===== config.mk =====
export PLATFORM = sky130hd
export DESIGN_NAME = window_min_detector_flat
export DESIGN_NICKNAME = d
export VERILOG_FILES = /design/src/rtl/agc_pkg.sv /design/src/rtl/window_min_detector_if.sv /design/src/rtl/min_select2.sv /design/src/rtl/window_min_detector.sv /design/src/flat_wrapper.sv
export SDC_FILE = /design/constraint.sdc
export NUM_CORES = 1
export LEC_CHECK = 0
export ABC_AREA = 1
export BUFFER_PORTS_ARGS = -buffer_cell sky130_fd_sc_hd__buf_2
export CAP_MARGIN = 10
export CORE_ASPECT_RATIO = 1.1
export CORE_MARGIN = 2
export CORE_UTILIZATION = 39
export CTS_CLUSTER_DIAMETER = 30
export DETAILED_ROUTE_END_ITERATION = 10
export SYNTH_ARGS = -nofsm -noshare
export SYNTH_HDL_FRONTEND = slang
export SYNTH_SLANG_ARGS = --single-unit

===== constraint.sdc =====
create_clock -name clk -period 1.75 [get_ports clk]
set_input_delay 0.35 -clock clk [delete_from_list [all_inputs] [get_ports clk]]
set_output_delay 0.35 -clock clk [all_outputs]
set_load 0.02 [all_outputs]

===== src/rtl/agc_pkg.sv =====
// ---------------------------------------------------------------------------
// agc_pkg
// Shared definitions for the AGC datapath: default sample width, signed
// full-scale limits, default window length and the trough detector state
// encoding.
// Ports: none (package).
// ---------------------------------------------------------------------------
package agc_pkg;

   localparam int AGC_WIDTH    = 8;
   localparam int AGC_SMAX     = 127;
   localparam int AGC_SMIN     = -128;
   localparam int AGC_WIN_LOG2 = 4;

   // FILL: no window completed yet; RUN: at least one window completed.
   typedef enum logic {
      FILL = 1'b0,
      RUN  = 1'b1
   } agc_state_e;

endpackage


===== src/rtl/window_min_detector_if.sv =====
// ---------------------------------------------------------------------------
// window_min_detector_if
// Sample stream and result bundle of the window minimum detector.
//   enb, clear, in_valid, in0      : driven by the sample source (master)
//   min_out, min_valid, min_ready,
//   win_cnt                        : driven by the detector (slave)
// ---------------------------------------------------------------------------
interface window_min_detector_if
   import agc_pkg::*;
#(
   parameter int WIDTH    = AGC_WIDTH,
   parameter int WIN_LOG2 = AGC_WIN_LOG2
);

   logic                       enb;
   logic                       clear;
   logic                       in_valid;
   logic signed [WIDTH-1:0]    in0;
   logic signed [WIDTH-1:0]    min_out;
   logic                       min_valid;
   logic                       min_ready;
   logic        [WIN_LOG2-1:0] win_cnt;

   modport master (
      output enb, clear, in_valid, in0,
      input  min_out, min_valid, min_ready, win_cnt
   );

   modport slave (
      input  enb, clear, in_valid, in0,
      output min_out, min_valid, min_ready, win_cnt
   );

endinterface


===== src/rtl/min_select2.sv =====
// ---------------------------------------------------------------------------
// min_select2
// Combinational signed two-input minimum; the mirror of the max selector.
//   in0, in1 : signed operands
//   out0     : in0 when in0 <= in1, else in1
// ---------------------------------------------------------------------------
module min_select2
   import agc_pkg::*;
#(
   parameter int WIDTH = AGC_WIDTH
) (
   input  logic signed [WIDTH-1:0] in0,
   input  logic signed [WIDTH-1:0] in1,
   output logic signed [WIDTH-1:0] out0
);

   assign out0 = (in0 <= in1) ? in0 : in1;

endmodule


===== src/rtl/window_min_detector.sv =====
// ---------------------------------------------------------------------------
// window_min_detector
// Streaming trough detector: reports the signed minimum of each
// non-overlapping window of 2^WIN_LOG2 accepted samples.
//   clk    : system clock
//   reset  : synchronous active-high reset, highest priority
//   bus    : window_min_detector_if.slave
//            enb       clock enable (min_valid still clears when low)
//            clear     window restart, gated by enb
//            in_valid  sample qualifier
//            in0       signed sample
//            min_out   registered minimum of the last completed window
//            min_valid one-cycle pulse when min_out updates
//            min_ready level, a window completed since reset/clear
//            win_cnt   samples accepted in the current window
// ---------------------------------------------------------------------------
module window_min_detector
   import agc_pkg::*;
#(
   parameter int WIDTH    = AGC_WIDTH,
   parameter int WIN_LOG2 = AGC_WIN_LOG2
) (
   input  logic                  clk,
   input  logic                  reset,
   window_min_detector_if.slave  bus
);

   localparam logic signed [WIDTH-1:0] SMAX     = {1'b0, {(WIDTH-1){1'b1}}};
   localparam logic [WIN_LOG2-1:0]     CNT_LAST = {WIN_LOG2{1'b1}};

   agc_state_e                 state;
   logic signed [WIDTH-1:0]    acc;
   logic signed [WIDTH-1:0]    cand;
   logic signed [WIDTH-1:0]    min_out;
   logic                       min_valid;
   logic                       min_ready;
   logic        [WIN_LOG2-1:0] win_cnt;

   min_select2 #(
      .WIDTH (WIDTH)
   ) u_min_select2 (
      .in0  (bus.in0),
      .in1  (acc),
      .out0 (cand)
   );

   // min_valid defaults low on every edge, so a pulse never outlives one
   // cycle even while enb is low. The final window sample goes straight to
   // min_out through cand so back-to-back windows need no bubble.
   always_ff @(posedge clk) begin
      if (reset) begin
         state     <= FILL;
         acc       <= SMAX;
         min_out   <= '0;
         min_valid <= 1'b0;
         min_ready <= 1'b0;
         win_cnt   <= '0;
      end else begin
         min_valid <= 1'b0;
         if (bus.enb) begin
            if (bus.clear) begin
               // Partial window and any same-cycle sample are discarded;
               // min_out keeps the last completed result.
               state     <= FILL;
               acc       <= SMAX;
               win_cnt   <= '0;
               min_ready <= 1'b0;
            end else if (bus.in_valid) begin
               if (win_cnt == CNT_LAST) begin
                  min_out   <= cand;
                  min_valid <= 1'b1;
                  acc       <= SMAX;
                  win_cnt   <= '0;
                  state     <= RUN;
                  min_ready <= 1'b1;
               end else begin
                  acc     <= cand;
                  win_cnt <= win_cnt + 1'b1;
               end
            end
         end
      end
   end

   assign bus.min_out   = min_out;
   assign bus.min_valid = min_valid;
   assign bus.min_ready = min_ready;
   assign bus.win_cnt   = win_cnt;

endmodule


===== src/flat_wrapper.sv =====
// flat-port wrapper written by rule: the top's interface ports become plain ports
module window_min_detector_flat import agc_pkg::*;
#(
   parameter int WIDTH    = AGC_WIDTH,
   parameter int WIN_LOG2 = AGC_WIN_LOG2
)
  (clk, reset, bus_enb, bus_clear, bus_in_valid, bus_in0, bus_min_out, bus_min_valid, bus_min_ready, bus_win_cnt);
  window_min_detector_if #(.WIDTH(WIDTH), .WIN_LOG2(WIN_LOG2)) bus_i ();
  input  logic clk;
  input  logic reset;
  input wire logic [$bits(bus_i.enb)-1:0] bus_enb;
  input wire logic [$bits(bus_i.clear)-1:0] bus_clear;
  input wire logic [$bits(bus_i.in_valid)-1:0] bus_in_valid;
  input wire logic [$bits(bus_i.in0)-1:0] bus_in0;
  output wire logic [$bits(bus_i.min_out)-1:0] bus_min_out;
  output wire logic [$bits(bus_i.min_valid)-1:0] bus_min_valid;
  output wire logic [$bits(bus_i.min_ready)-1:0] bus_min_ready;
  output wire logic [$bits(bus_i.win_cnt)-1:0] bus_win_cnt;
  assign bus_i.enb = bus_enb;
  assign bus_i.clear = bus_clear;
  assign bus_i.in_valid = bus_in_valid;
  assign bus_i.in0 = bus_in0;
  assign bus_min_out = bus_i.min_out;
  assign bus_min_valid = bus_i.min_valid;
  assign bus_min_ready = bus_i.min_ready;
  assign bus_win_cnt = bus_i.win_cnt;
  window_min_detector #(.WIDTH(WIDTH), .WIN_LOG2(WIN_LOG2)) u_core (.clk(clk), .reset(reset), .bus(bus_i));
endmodule

==> results.py, run 1 <==
metrics = {
    "critical_path": {
        "cpPeakStageDelay_ps": 350,
        "reg2reg_slack_ps": -50,
        "r2r_end": "u_core.bus.min_out[1]",
        "cp_max_fo": 8,
        "critPathKind": "reg -> reg",
        "cp_slowest_cell": "dfxtp_2",
        "cp-start-kind": "flip-flop",
        "rr_worst_depth": 13,
        "worst_setup_path_end_kind": "flip-flop",
        "r2r-start": "u_core.acc[4]",
        "crit_chain": "inv_1 -> ha_1 -> a21oi_4 -> nor2_2 -> nor2_2 -> nand2_2 -> nand2_2 -> nand3_4 -> buf_12 -> o21ai_4 -> nand2_1 -> nand2_1 -> inv_1",
        "crit_buf_inv": 3,
        "arrival_ps": 2030,
        "worstPathRequired_ps": 1970,
        "critical_path.top_delay_family": "simple AND/OR/NAND/NOR gates",
    },
    "drt": {
        "via_count": 1224,
        "detail-route-antenna-nets": 0,
        "route.detailed.wl_per_inst_um": 11.9,
        "firstDrtPassIters": 4,
        "drtIter0Drc": 32,
        "totalWireLength_um": 3090,
        "drc": 0,
        "viasPerCell": 4.73,
        "wl_met2_um": 1510,
        "top_layer": "met4",
        "met1_length_um": 1420,
        "met3_length_um": 94,
    },
    "yosys": {
        "synth_seq_cells": 22,
        "yosysTopAreaCellShare": 0.360,
        "synth_area_sq_um": 1220,
        "yosysWarningCount": 0,
        "synth_xor_area_frac": 0.00716,
        "synth.distinct_cells": 23,
        "ys_seq_area_frac": 0.360,
        "synth_fp_nets": 199,
        "synth_top_cell_by_area": "dfxtp_1",
        "synthAdderAreaFrac": 0.0920,
        "synth_top_family_by_area": "simple AND/OR/NAND/NOR gates",
        "synth_cells": 177,
        "yosys.area_share.simple": 0.254,
        "avgSynthCellArea_sq_um": 6.91,
        "synthMuxAreaShare": 0,
        "synth_area_leaders": "dfxtp_1 36%, nand2_1 13%, inv_1 9.8%, ha_1 9.2%, nor2_1 6.7%",
        "synth_compound_area_frac": 0.160,
    },
    "sta": {
        "finalCritPeriodShare": 1.03,
        "max_freq_ghz": 0.554,
        "finalSetupViolations": 9,
        "rsz0062_at_grt": "true",
        "period_minus_slack_ps": 1800,
        "clock_skew_ps": 1.59,
        "setup_slack_ps": -54.9,
        "hold_violations": 0,
        "worst_slew_pin_slew_ps": 298,
        "finalMaxSlewViolations": 0,
        "slew_headroom": 0.801,
    },
    "hold_path": {
        "hp-class": "in -> reg",
        "min_from": "reset",
        "hold_depth": 2,
        "holdPathEnd": "u_core.acc[7]",
    },
    "placed_design": {
        "portBuffers": 26,
        "place_congestion": 0.760,
        "dp_hpwl_um": 2050,
        "dp_cells": 253,
    },
    "status": {
        "violations": "setup timing",
        "outcome": "finished with violations",
    },
    "clock_tree": {
        "clock-sinks": 22,
        "cts_hold_buf": 0,
        "clk_root_buffer_cell": "clkbuf_4",
        "clkTransAtPathRegs_ps": 120,
        "ctsHtreeMaxLevel": 1,
        "clockBufferDepth": 2,
        "clk_latency_ps": 300,
        "cts_made_buffers": 3,
        "cts_tree": "done",
    },
    "die": {
        "core_sq_um": 3020,
        "ios": 27,
        "die_y_um": 62.8,
        "num_rows": 21,
        "die_area_sq_um": 3600,
        "initial_utilization": 0.405,
        "die-width_um": 57.4,
    },
    "final_layout": {
        "drive_above_1_share": 0.462,
        "nets": 248,
        "num_antenna_cells": 0,
        "finalNonFillerCells": 259,
        "postLayoutCoreUtil": 0.599,
        "fill_cells": 275,
        "syn2layout_area_growth_pct": 48.0,
    },
    "grt": {
        "first_global_vias": 1189,
        "antenna_found_initial": 0,
        "grt_util_all_layers": 0.172,
        "grt_pass1_wl_um": 4960,
        "grt_max_degree": 20,
        "gr-total-overflow": 0,
    },
    "power_and_ir_drop": {
        "p_leak_nw": 0.917,
        "power.density_nw_per_um2": 673,
        "vdd_drop_max_mv": 0.450,
    },
    "run": {
        "maxCapViolations": 0,
    },
}
[stage by stage]
step	setup slack (ps)	instance area, sq um	hold slack (ps)	power (mW)	setup TNS [ps]
6_report	-54.9	1810	369	1.22	-319
5_1_grt	-155	1810	382	1.29	-1750
4_1_cts	1.38	1750	378	1.18	0
3_5_place_dp	-167	1550	458	0.838	-2020
3_3_place_gp	-121	1550	453	0.830	-1210
2_1_floorplan	35.3	1220	444	0.725	0
[synth_stat cells, drive strengths merged]
master	count
nand3	5
a211oi	1
inv	33
a21oi	14
dfxtp	22
nand4	3
or2	1
a21o	1
ha	9
buf	4
xor2	1
nor2	24
nand2	42
o21ai	16
clkbuf	1
[metal layers]
layer | vias up | global-route usage
met4 | 0 | 0.0727
met1 | 549 | 0.215
li1 | 646 | -
met5 | - | 0
met3 | 6 | 0.0207
met2 | 23 | 0.293
[flip-flops by register name, summed over array words and instances (netlist names)]
| name | flops |
|---|---|
| u_core.bus.min_ready | 1 |
| u_core.bus.min_out | 8 |
| u_core.acc | 8 |
| u_core.bus.min_valid | 1 |
| u_core.bus.win_cnt | 4 |
[worst register-to-register path: cells and delay by family (launching register included)]
family / cells / cell delay [ps]
AOI/OAI and AO/OA: 2 / 340
buffers and inverters: 3 / 250
adders and majority gates: 1 / 220
and+or+nand+nor: 7 / 580
DFF: 1 / 350
[where the power goes]
part	internal (mW)	leakage, nW	total (mW)	switching (mW)
sequential	0.528	0.178	0.545	0.0170
clock	0.127	0.0210	0.279	0.152
combinational	0.183	0.718	0.394	0.211
total	0.839	0.917	1.22	0.380
[cells in the final DEF, fill, tap and decap left out, types with 3 or more instances in the layout]
cell / instances
nand2_1: 30
buf_2: 26
inv_1: 25
nor2_1: 20
buf_4: 20
dfxtp_1: 14
a21oi_1: 12
nand2_2: 11
inv_2: 8
dfxtp_2: 8
ha_4: 6
o21ai_1: 5
o21ai_4: 5
nor2_2: 3
nand4_1: 3
nand3_1: 3
o21ai_2: 3
o21ai_0: 3
ha_1: 3
clkbuf_4: 3
[logic make-up after synthesis]
group,after synthesis
simple gates,75
buf+inv,38
compound gates,32
flops,22
fa+ha+maj,9
xor+xnor,1
[final cells by class]
class / instances / area, sq um / share of cell area
well taps: 34 / 42.5 / 0.0235
repair buffers: 49 / 348 / 0.192
inverters: 33 / 124 / 0.0684
multi-input cells: 117 / 810 / 0.447
clock buffers: 4 / 36.3 / 0.0200
flip-flops and latches: 22 / 450 / 0.249
[worst max-delay path by stage]
| stage | start | endpoint | slack (ps) | depth (start not counted) |
|---|---|---|---|---|
| final | u_core.acc[4] | u_core.bus.min_out[1] | -50 | 13 |
| after global routing | u_core.acc[3] | u_core.bus.min_out[1] | -160 | 16 |
| after CTS | u_core.acc[3] | u_core.bus.min_out[1] | 1 | 13 |
| after detailed placement | bus_in0[5] | u_core.bus.min_out[4] | -170 | 13 |
| after global placement | bus_in0[5] | u_core.bus.min_out[1] | -120 | 13 |
| after floorplan | u_core.acc[5] | u_core.bus.min_out[5] | 40 | 13 |
[repair_timing]
item                       CTS  global route
setup endpoints to repair   14            16
hold endpoints to repair     0             0
pin swaps                    5            13
cloned                       1             0
buffers inserted             1             0
resized for setup           32            17
Note: power is estimated with default switching activity, not from simulation.
==> run 2: changes to the inputs <==
--- a/config.mk
+++ b/config.mk
@@ -7,7 +7,7 @@
 export LEC_CHECK = 0
 export ABC_AREA = 1
 export BUFFER_PORTS_ARGS = -buffer_cell sky130_fd_sc_hd__buf_2
-export CAP_MARGIN = 10
+export CAP_MARGIN = 20
 export CORE_ASPECT_RATIO = 1.1
 export CORE_MARGIN = 2
 export CORE_UTILIZATION = 39
==> constraint.sdc (replaced) <==
create_clock -name clk -period 2 [get_ports clk]
set_input_delay 0.4 -clock clk [delete_from_list [all_inputs] [get_ports clk]]
set_output_delay 0.4 -clock clk [all_outputs]
set_load 0.02 [all_outputs]
==> run 2 against run 1 <==
The flow now finishes without violations. Critical path depth is the same. Setup slack better by 200 ps. Hold slack improved by 56 ps. Clock skew hardly changed. Total power is 27% lower. Register-to-register slack better by 200 ps. Final cell count down 8.1%. Sequential power is 12% lower. Clock-buffer cell count fell by 1. Global-route usage shrank 2.7 points. Highest routed layer unchanged.
==> results.py, run 2 (synthesis results as in run 1) <==
metrics = {
    "status": {
        "outcome": "completed",
    },
    "clock_tree": {
        "clk_latency_ps": 310,
        "clock-sinks": 22,
        "ctsHtreeMaxLevel": 1,
        "clockBufferDepth": 2,
        "postCtsSetupRepairBufs": 0,
        "clkTransAtPathRegs_ps": 110,
        "clk_root_buffer_cell": "clkbuf_4",
        "cts_made_buffers": 3,
        "cts_tree": "done",
        "cts_hold_buf": 0,
    },
    "drt": {
        "viasPerCell": 4.55,
        "route.detailed.wl_per_inst_um": 10.5,
        "detail-route-antenna-nets": 0,
        "drtIter0Drc": 45,
        "firstDrtPassIters": 4,
        "totalWireLength_um": 2510,
        "drc": 0,
        "via_count": 1084,
    },
    "critical_path": {
        "worst_setup_path_end_kind": "flip-flop",
        "worstPathRequired_ps": 2230,
        "cp-start-kind": "flip-flop",
        "crit_chain": "inv_1 -> ha_1 -> a21oi_1 -> nor2_1 -> nor2_1 -> nand2_1 -> nand2_1 -> nand3_2 -> buf_12 -> o21ai_2 -> nand2_1 -> nand2_1 -> inv_1",
        "critical_path.top_delay_family": "simple AND/OR/NAND/NOR gates",
        "crit_top_cell": "nand2_1",
        "cpPeakStageDelay_ps": 390,
        "critPathKind": "reg -> reg",
        "cp_max_fo": 15,
        "crit_buf_inv": 3,
        "cp_slowest_cell": "dfxtp_1",
        "arrival_ps": 2090,
    },
    "grt": {
        "grt_util_all_layers": 0.145,
        "grt_max_degree": 20,
        "gr-total-overflow": 0,
        "first_global_vias": 927,
        "antenna_found_initial": 0,
        "grt_pass1_wl_um": 4120,
    },
    "sta": {
        "tns_ps": 0,
        "max_freq_ghz": 0.539,
        "worst_slew_pin_slew_ps": 316,
        "finalSetupViolations": 0,
        "hold_violations": 0,
        "hold_ws_ps": 425,
        "period_minus_slack_ps": 1860,
        "clock_skew_ps": 1.55,
        "finalMaxSlewViolations": 0,
        "rsz0062_at_grt": "false",
        "finalCritPeriodShare": 0.928,
        "slew_headroom": 0.789,
    },
    "placed_design": {
        "dp_hpwl_um": 1960,
        "place_area_sq_um": 1400,
        "place_congestion": 0.810,
        "portBuffers": 26,
    },
    "die": {
        "die_y_um": 62.8,
        "die_area_sq_um": 3600,
        "core_sq_um": 3020,
        "num_rows": 21,
        "ios": 27,
        "initial_utilization": 0.405,
        "die-width_um": 57.4,
    },
    "final_layout": {
        "syn2layout_area_growth_pct": 17.2,
        "reg.largest.list": "u_core.acc: 8 flops, u_core.bus.min_out: 8 flops, u_core.bus.win_cnt: 4 flops",
        "stdcell_area_sq_um": 1430,
        "num_antenna_cells": 0,
        "nets": 228,
        "postLayoutCoreUtil": 0.475,
        "drive_above_1_share": 0.230,
        "layout_commonest_cell": "nand2_1",
        "layout_common_cells": "41 x nand2_1, 32 x inv_1, 26 x buf_2",
    },
    "power_and_ir_drop": {
        "p_leak_nw": 0.804,
        "vdd_drop_max_mv": 0.294,
        "power.density_nw_per_um2": 622,
    },
    "run": {
        "maxCapViolations": 0,
    },
    "hold_path": {
        "hp-class": "in -> reg",
    },
}
[run 2: cell types whose count changed in the layout (fill, tap and decap cells not counted), sizes merged]
cell,change
clkbuf,-1
buf,-20
[run 2: final cells by class]
class | instances | area (sq um)
tap | 34 | 42.5
timing repair buffer | 29 | 165
multi-input combinational | 117 | 639
clock buffer | 3 | 22.5
inverter | 33 | 124
fill | 309 | 1590
sequential | 22 | 440
[run 2: final timing paths]
kind | end | cells past startpoint | from | slack [ps]
setup / recovery | u_core.bus.min_out[4] | 13 | u_core.acc[5] | 140
hold / removal | u_core.bus.min_valid | 2 | reset | 420
setup reg to reg | u_core.bus.min_out[4] | 13 | u_core.acc[5] | 140
hold reg to reg | u_core.bus.min_ready | 2 | u_core.bus.min_ready | 470
[run 2: repair_timing]
| item | CTS | global route |
|---|---|---|
| hold endpoints to repair | 0 | 0 |
| gates resized for setup | 0 | 1 |
| endpoints found under the setup margin | 0 | 6 |
[run 2: metal layers]
layer | global-route usage | part of all wire | vias to the layer above | wire length, um
met4 | 0.0785 | 0.026 | 0 | 65
met2 | 0.207 | 0.42 | 19 | 1060
met3 | 0.0248 | 0.046 | 5 | 115
met1 | 0.203 | 0.51 | 456 | 1270
li1 | - | - | 604 | -
met5 | 0 | 0 | - | 0
[run 2: per-stage QoR]
step / cells / worst slack [ps] / total power, mW
floorplan: 177 / 237 / 0.634
global placement: 235 / 76.7 / 0.693
detailed placement: 235 / 12.8 / 0.699
CTS: 238 / 123 / 0.901
global route: 238 / 1.67 / 0.953
finish: 238 / 143 / 0.892
[run 2: power by group]
part | leakage (nW) | total, mW | internal (mW) | switching (mW)
sequential | 0.180 | 0.477 | 0.460 | 0.0170
clock | 0.0138 | 0.201 | 0.0707 | 0.131
combinational | 0.610 | 0.213 | 0.0852 | 0.128
